**src/rtl/irq_pending_latch.sv**
```systemverilog
// irq_pending_latch
//   Request-collection stage ahead of the 8-to-3 priority encoder. It handles
//   the eight interrupt lines as follows:
//     - synchronises each asynchronous line;
//     - edge-detects each line and holds it as a sticky pending bit;
//     - applies a software mask;
//     - hands the masked vector plus a valid strobe to the encoder;
//     - clears the serviced bit when the consumer acknowledges.
//
//   Optional build macro:
//     IRQ_LEVEL_MODE_EN - pending follows the synchronised line levels;
//                         ack never clears pending and overrun is tied to 0.
//
//   Ports:
//     clk, rst        single clock, synchronous active-high reset
//     irq_in[7:0]     asynchronous request lines (rising edge = request)
//     mask_wr         mask write strobe
//     mask_wdata[7:0] new mask value
//     mask_q[7:0]     current mask register (1 = enabled)
//     pend_out[7:0]   pending & mask, feeds the encoder data input
//     pend_valid      encoder enable, high while in ASSERT
//     ack             consumer acknowledge pulse
//     ack_idx[2:0]    acknowledged index (encoder output)
//     ack_err         one-cycle pulse when ack names a non-pending line
//     overrun[7:0]    sticky per-line overrun flags
//     overrun_clr[7:0] write-1-to-clear for overrun
module irq_pending_latch #(
   parameter int unsigned SYNC_STAGES = 2,
   parameter logic [7:0]  MASK_RST    = 8'hFF
) (
   input  logic       clk,
   input  logic       rst,
   input  logic [7:0] irq_in,
   input  logic       mask_wr,
   input  logic [7:0] mask_wdata,
   output logic [7:0] mask_q,
   output logic [7:0] pend_out,
   output logic       pend_valid,
   input  logic       ack,
   input  logic [2:0] ack_idx,
   output logic       ack_err,
   output logic [7:0] overrun,
   input  logic [7:0] overrun_clr
);

   localparam logic [1:0] ST_IDLE   = 2'd0;
   localparam logic [1:0] ST_ASSERT = 2'd1;
   localparam logic [1:0] ST_CLEAR  = 2'd2;

   logic [7:0] sync_q [SYNC_STAGES];
   logic [7:0] sync_d [SYNC_STAGES];
   logic [7:0] sync_last;

   logic [7:0] pending_q, pending_d;
   logic [7:0] overrun_q, overrun_d;
   logic [7:0] mask_d;
   logic [1:0] state_q, state_d;
   logic       ack_err_q, ack_err_d;

   logic [7:0] ack_onehot;
   logic       ack_hit;
   logic       ack_valid;
   logic       ack_bad;

   always_comb begin
      sync_d[0] = irq_in;
      for (int unsigned i = 1; i < SYNC_STAGES; i++) begin
         sync_d[i] = sync_q[i-1];
      end
   end

   assign sync_last = sync_q[SYNC_STAGES-1];

   assign pend_out   = pending_q & mask_q;
   assign pend_valid = (state_q == ST_ASSERT);
   assign ack_err    = ack_err_q;
   assign overrun    = overrun_q;

   assign ack_onehot = 8'h01 << ack_idx;
   assign ack_hit    = pend_out[ack_idx];
   assign ack_valid  = (state_q == ST_ASSERT) && ack && ack_hit;
   assign ack_bad    = (state_q == ST_ASSERT) && ack && !ack_hit;

`ifdef IRQ_LEVEL_MODE_EN
   logic unused_overrun_clr;
   assign unused_overrun_clr = ^overrun_clr;

   always_comb begin
      pending_d = sync_last;
      overrun_d = '0;
   end
`else
   logic [7:0] prev_q, prev_d;
   logic [7:0] edge_det;
   logic [7:0] ack_clr;

   assign edge_det = sync_last & ~prev_q;
   assign ack_clr  = ack_valid ? ack_onehot : '0;

   // A new edge is ORed in after the ack clear, so a request arriving in the
   // same cycle as its own acknowledge survives. That case is not an overrun,
   // because the older request was just serviced.
   always_comb begin
      prev_d    = sync_last;
      pending_d = (pending_q & ~ack_clr) | edge_det;
      overrun_d = (overrun_q & ~overrun_clr) | (edge_det & pending_q & ~ack_clr);
   end
`endif

   always_comb begin
      mask_d    = mask_wr ? mask_wdata : mask_q;
      ack_err_d = ack_bad;
      state_d   = state_q;
      case (state_q)
         ST_IDLE: begin
            if (|pend_out) state_d = ST_ASSERT;
         end
         ST_ASSERT: begin
            if (ack_valid)        state_d = ST_CLEAR;
            else if (~|pend_out)  state_d = ST_IDLE;
         end
         ST_CLEAR: begin
            state_d = ST_IDLE;
         end
         default: begin
            state_d = ST_IDLE;
         end
      endcase
   end

   always_ff @(posedge clk) begin
      if (rst) begin
         for (int unsigned i = 0; i < SYNC_STAGES; i++) begin
            sync_q[i] <= '0;
         end
         pending_q <= '0;
         overrun_q <= '0;
         mask_q    <= MASK_RST;
         state_q   <= ST_IDLE;
         ack_err_q <= 1'b0;
      end else begin
         for (int unsigned i = 0; i < SYNC_STAGES; i++) begin
            sync_q[i] <= sync_d[i];
         end
         pending_q <= pending_d;
         overrun_q <= overrun_d;
         mask_q    <= mask_d;
         state_q   <= state_d;
         ack_err_q <= ack_err_d;
      end
   end

`ifndef IRQ_LEVEL_MODE_EN
   always_ff @(posedge clk) begin
      if (rst) prev_q <= '0;
      else     prev_q <= prev_d;
   end
`endif

endmodule

```
**config.mk**
```make
export PLATFORM = sky130hd
export DESIGN_NAME = irq_pending_latch
export DESIGN_NICKNAME = d
export VERILOG_FILES = /design/src/rtl/irq_pending_latch.sv
export SDC_FILE = /design/constraint.sdc
export NUM_CORES = 1
export LEC_CHECK = 0
export BUFFER_PORTS_ARGS = -buffer_cell sky130_fd_sc_hd__buf_2
export CAP_MARGIN = 25
export CORE_MARGIN = 3
export CORE_UTILIZATION = 50
export DETAILED_ROUTE_END_ITERATION = 8
export PLACE_DENSITY = 0.8
export SETUP_SLACK_MARGIN = 0.05
export SYNTH_ARGS = -nofsm -noshare
export SYNTH_HDL_FRONTEND = slang
export SYNTH_SLANG_ARGS = --single-unit
```
**constraint.sdc**
```tcl
create_clock -name clk -period 1.74 [get_ports clk]
set_input_delay 0.348 -clock clk [delete_from_list [all_inputs] [get_ports clk]]
set_output_delay 0.348 -clock clk [all_outputs]
set_load 0.05 [all_outputs]
```
* After elaboration in Yosys (flattened, before gate mapping)
Memory sizes are Yosys's and may differ from the RTL's.
Cells that the tools add are included.
W data, S select, Z words.
** Operators by class
- Reduce and logical (&&, ||, !) cells :: 7
- Shift-type cells :: 1
- $lt $le $gt $ge :: 1
- Bitwise logic cells :: 13
- Equality and inequality tests :: 3
- Mux-type cells :: 12
** Operators by type and width (count)
- $and A8 B8 Y8 :: 6
- $mux W8 :: 3
- $not A8 Y8 :: 3
- $or A8 B8 Y8 :: 2
- $reduce_or A8 Y1 :: 1
- $shl A1 B3 Y8 const A :: 1
- $mux W2 :: 3
- $lt A3 B4 Y1 const B :: 1
- $mux W1 :: 4
- $pmux W2 S2 :: 1
- $bmux W1 S3 :: 1
- $logic_and A1 B1 Y1 :: 3
- $ne A3 B3 Y1 const B :: 1
- $eq A2 B1 Y1 const B :: 1
- $logic_not A2 Y1 :: 1
- $ne A2 B2 Y1 const B :: 1
- $or A1 B1 Y1 :: 2
- $reduce_and A2 Y1 :: 1
- $logic_not A1 Y1 :: 1
** Storage, ports and cells
- Bits in writable memories :: 16
- Word-level logic and storage cells :: 44
- Register bits after elaboration :: 35
- Output and inout port bits :: 26
- Bits of input ports :: 31
- Memories :: 1
** Memories
- sync_q :: depth 2, width 8, rd ports 2, clocked after Yosys merged registers in 0, wr ports 2, line 50 : logic [7:0] sync_q [SYNC_STAGES];

* Longest topological paths before layout
- Word-level depth :: 8
- Gate-level depth with buffers :: 5
- Gate-level depth less buffers :: 4

* Least setup slack after synthesis
OpenSTA, ideal clock, no wires.
- Path type :: reg-to-reg
- Start point :: register state_q[0]
- End point :: register pending_q[0]
- Cell stages (with the launch flop) :: 5
- Setup time :: 0.147 ns
- Setup slack :: -0.494 ns
- Required time :: 1.593 ns
- Path buffers :: 0
- Clock period less this slack :: 2.234 ns
- Arrival time :: 2.087 ns
- Cells stage by stage :: dfxtp_1 nor2b_1 nand2_1 a311oi_2 a311oi_1
** On the way
- Word-level cells in the longest chain between the ends :: 7
** RTL lines
- from (decl) :: line 57 : logic [1:0] state_q, state_d;
- from (signal assigned) :: line 148 : state_q <= state_d;
- $eq A2 B1 Y1
- via pend_valid :: line 38 : output logic pend_valid,
- $logic_and A1 B1 Y1 (2 in series) :: line 81 : assign ack_valid = (state_q == ST_ASSERT) && ack && ack_hit;
- $mux W8 :: line 98 : assign ack_clr = ack_valid ? ack_onehot : '0;
- $not A8 Y8 :: line 105 : pending_d = (pending_q & ~ack_clr) | edge_det;
- $and A8 B8 Y8 :: line 105
- $or A8 B8 Y8 :: line 105
- to (signal assigned) :: line 145 : pending_q <= pending_d;
- to (decl) :: line 54 : logic [7:0] pending_q, pending_d;
The timed path passes the listed nets, and every way through them passes these cells.
A chain may end at the register's enable or synchronous reset.

* Worst setup path after layout
- Start point :: register pending_q[1]
- End point :: output pend_out[1]
** On the way
- Word-level cells in the longest chain between the ends :: 1
** RTL lines
- $and A8 B8 Y8 :: line 74 : assign pend_out = pending_q & mask_q;
- to (decl) :: line 37 : output logic [7:0] pend_out,
No other way between the ends.

==> run metrics <==
max-slew violations 0; vias in the first global route 1572; row count 22; TritonCTS Buffers 5; drt wl/cell 13.19 microns; max_cap viols 0; Diodes inserted 0; Mapped Cells 208; # H-tree levels 2; Post-Synth XOR/XNOR Area 0; Util after Layout 0.6679; pwr dens 1009 nW/um^2; Worst EP required 1.39 ns; io pins 57; Starting Density 0.5368; setup TNS 0 ns; Cell Chain, Critical Path and2_1 > buf_2; CP max FO 4; commonest cells in the netlist dfxtp_1 (51), nor2b_1 (42), nor2_1 (18), nand2b_1 (11), nand2_1 (9); Synth Area in Adders 0; reg-to-reg setup timing slack 0.24 ns; via count 1702; setup bufs post-CTS 0; drc violations 0; R2R depth 4; global-route wire length before repair 7127 microns; Reg-to-Reg End pending_q[0]; flops & latches, synth 51; Detailed Routing Iterations Pass 1 4; total track usage 0.1784; Final Hold Viols 0; clock root buffer clkbuf_8; clock-pin slew on the worst setup and hold paths 0.09 ns; worst skew pair latency 0.30 ns; Die W 69.63 microns; dpl hpwl 3107 microns; worst-margin pin slew 0.4596 ns; post-layout minimum cycle time 1.541 ns; largest family of logic cells by synthesized area simple AND/OR/NAND/NOR gates; area grow syn2layout 24.41%; fmax 649.1 MHz; CTS Hold Buffers Added 0; Avg Vias per Cell 5.386; sequential-to-total area share from yosys stat 0.5043; period utilisation layout 0.8854; status finished, final reports clean; worst path arrival time 1.19 ns; Iteration-0 DRC Markers 100; Routed WL 4168 microns; RSZ-0062 raised after global routing false; worst hold stages 2; Max-Slew Margin vs Limit 0.6936; mux contribution to synthesized area 0; Longest Clk Path Bufs 2; syn_area_per_cell 9.733 sq um; share of cells above drive strength 1 0.3022; hold slack final 0.2350 ns; Simple-Gate Fraction of Synth Area 0.3066; Core Box Area 3771 sq um; largest net degree at the start of global routing 29; Synth area leaders dfxtp_1 (50%), nor2b_1 (13%), a211o_1 (3.5%), nand2b_1 (3.4%), nor2_1 (3.3%); I/O Buffers 56; slowest CP cell dfxtp_1; origin of the worst setup path pending_q[1]; CP max stage delay 0.39 ns; CTS tree done; Die Ht 69.63 microns; Post-synth EDFFs 0; Net Count, Synth 239; post-synthesis compound-gate area fraction 0.1625; Post-synth ARST share 0; DRT antenna net count 0; initial antenna violation count 0; Worst Skew 0.009663 ns; synthesized area 2024 sq um; Die Area 4848 sq um; Overflow after GRT 0; element type at the critical path end primary output; most frequent cell after synthesis dfxtp_1; Pleak 1.065 nW; total of warnings raised by yosys 0; HP Class input port to flip-flop; ys flop type dfxtp_1; Setup CP Type flip-flop to primary output; RR Startpoint pending_q[0]; largest area contributor in the netlist dfxtp_1; Max VDD drop 0.0006423 V; CTS sink cnt 51; Nets 298; critical path endpoint pend_out[1]; Setup Viol. Count Final 0; Distinct cells, synth 35; Critical Path Source Type flip-flop; Synth top area share 0.5043; GP Congestion 0.8529
==> layout make-up <==
| cell class | instances | area [sq um] |
|---|---|---|
| Fill cell | 316 | 1252 |
| Sequential cell | 51 | 1025 |
| Multi-Input combinational cell | 145 | 972.2 |
| Timing Repair Buffer | 61 | 317.8 |
| Clock buffer | 6 | 72.57 |
| Clock inverter | 2 | 60.06 |
| Tap cell | 48 | 60.06 |
| Inverter | 3 | 11.26 |
==> registers in the layout, indices dropped and copies added, names as in the netlist <==
register   cells
overrun        8
state_q        2
prev_q         8
ack_err        1
pending_q      8
mask_q         8
sync_q        16
==> kinds of logic after synthesis <==
| logic type | Yosys count |
|---|---|
| compound gates | 38 |
| buf+inv | 12 |
| flops | 51 |
| simple gates | 107 |
==> worst min path at each step <==
| stage | from | to | slack [ns] |
|---|---|---|---|
| 3_3_place_gp | sync_q[0][0] | sync_q[0][8] | 0.42 |
| 4_1_cts | ack | state_q[0] | 0.24 |
| 3_5_place_dp | sync_q[0][6] | sync_q[0][14] | 0.42 |
| 5_1_grt | mask_wdata[6] | mask_q[6] | 0.24 |
| 2_1_floorplan | sync_q[0][2] | sync_q[0][10] | 0.41 |
| 6_report | ack | state_q[0] | 0.23 |
==> per-stage QoR <==
| stage | power [mW] | worst slack (ns) | instances | area [sq um] |
|---|---|---|---|---|
| finish | 2.542 | 0.1994 | 316 | 2519 |
| global route | 2.642 | 0.1140 | 316 | 2519 |
| CTS | 2.554 | 0.1188 | 316 | 2507 |
| detailed placement | 1.623 | -0.07291 | 308 | 2375 |
| global placement | 1.618 | -0.03188 | 308 | 2375 |
| floorplan | 1.521 | 0.05416 | 208 | 2039 |
==> power by group <==
group,switching [mW],internal (mW),leakage (nW)
combinational,0.223,0.129,0.581
clock,0.368,0.574,0.0654
sequential,0.0290,1.22,0.418
==> placed cells by master (no fill, tap or decap), types with 2 or more instances in the layout <==
| cell type | synthesis | final |
|---|---|---|
| inv_1 | 3 | 3 |
| o31ai_1 | 4 | 4 |
| nor2_1 | 18 | 18 |
| clkbuf_8 | 0 | 5 |
| o21ai_1 | 4 | 4 |
| buf_4 | 0 | 5 |
| and2_1 | 7 | 5 |
| nor3b_1 | 4 | 4 |
| buf_2 | 1 | 56 |
| a311oi_1 | 4 | 4 |
| nor2b_1 | 42 | 41 |
| a211oi_1 | 4 | 4 |
| dfxtp_1 | 51 | 48 |
| bufinv_16 | 0 | 2 |
| a211o_1 | 8 | 8 |
| nand2b_1 | 11 | 11 |
| nor3_1 | 5 | 5 |
| dfxtp_2 | 0 | 3 |
| nand3b_1 | 5 | 5 |
| a2111oi_1 | 4 | 4 |
| nand2_1 | 9 | 9 |
==> critical path: cells and delay by family (launching register included) <==
kind	cells	cell delay, ns
buf+inv	1	0.28
flops	1	0.39
simple gates	1	0.21
==> per-layer routing <==
metal / wire [microns] / track usage / up-vias
li1: - / - / 839
met1: 1761 / 0.2231 / 809
met5: 0 / 0 / -
met2: 2094 / 0.2998 / 46
met4: 69 / 0.06170 / 0
met3: 243 / 0.04348 / 8
==> timing repair <==
action,4_1_cts,5_1_grt
endpoints found under the hold margin,0,0
endpoints found under the setup margin,0,8
gates resized for setup,0,1
Power figures use the tool's default switching activity.
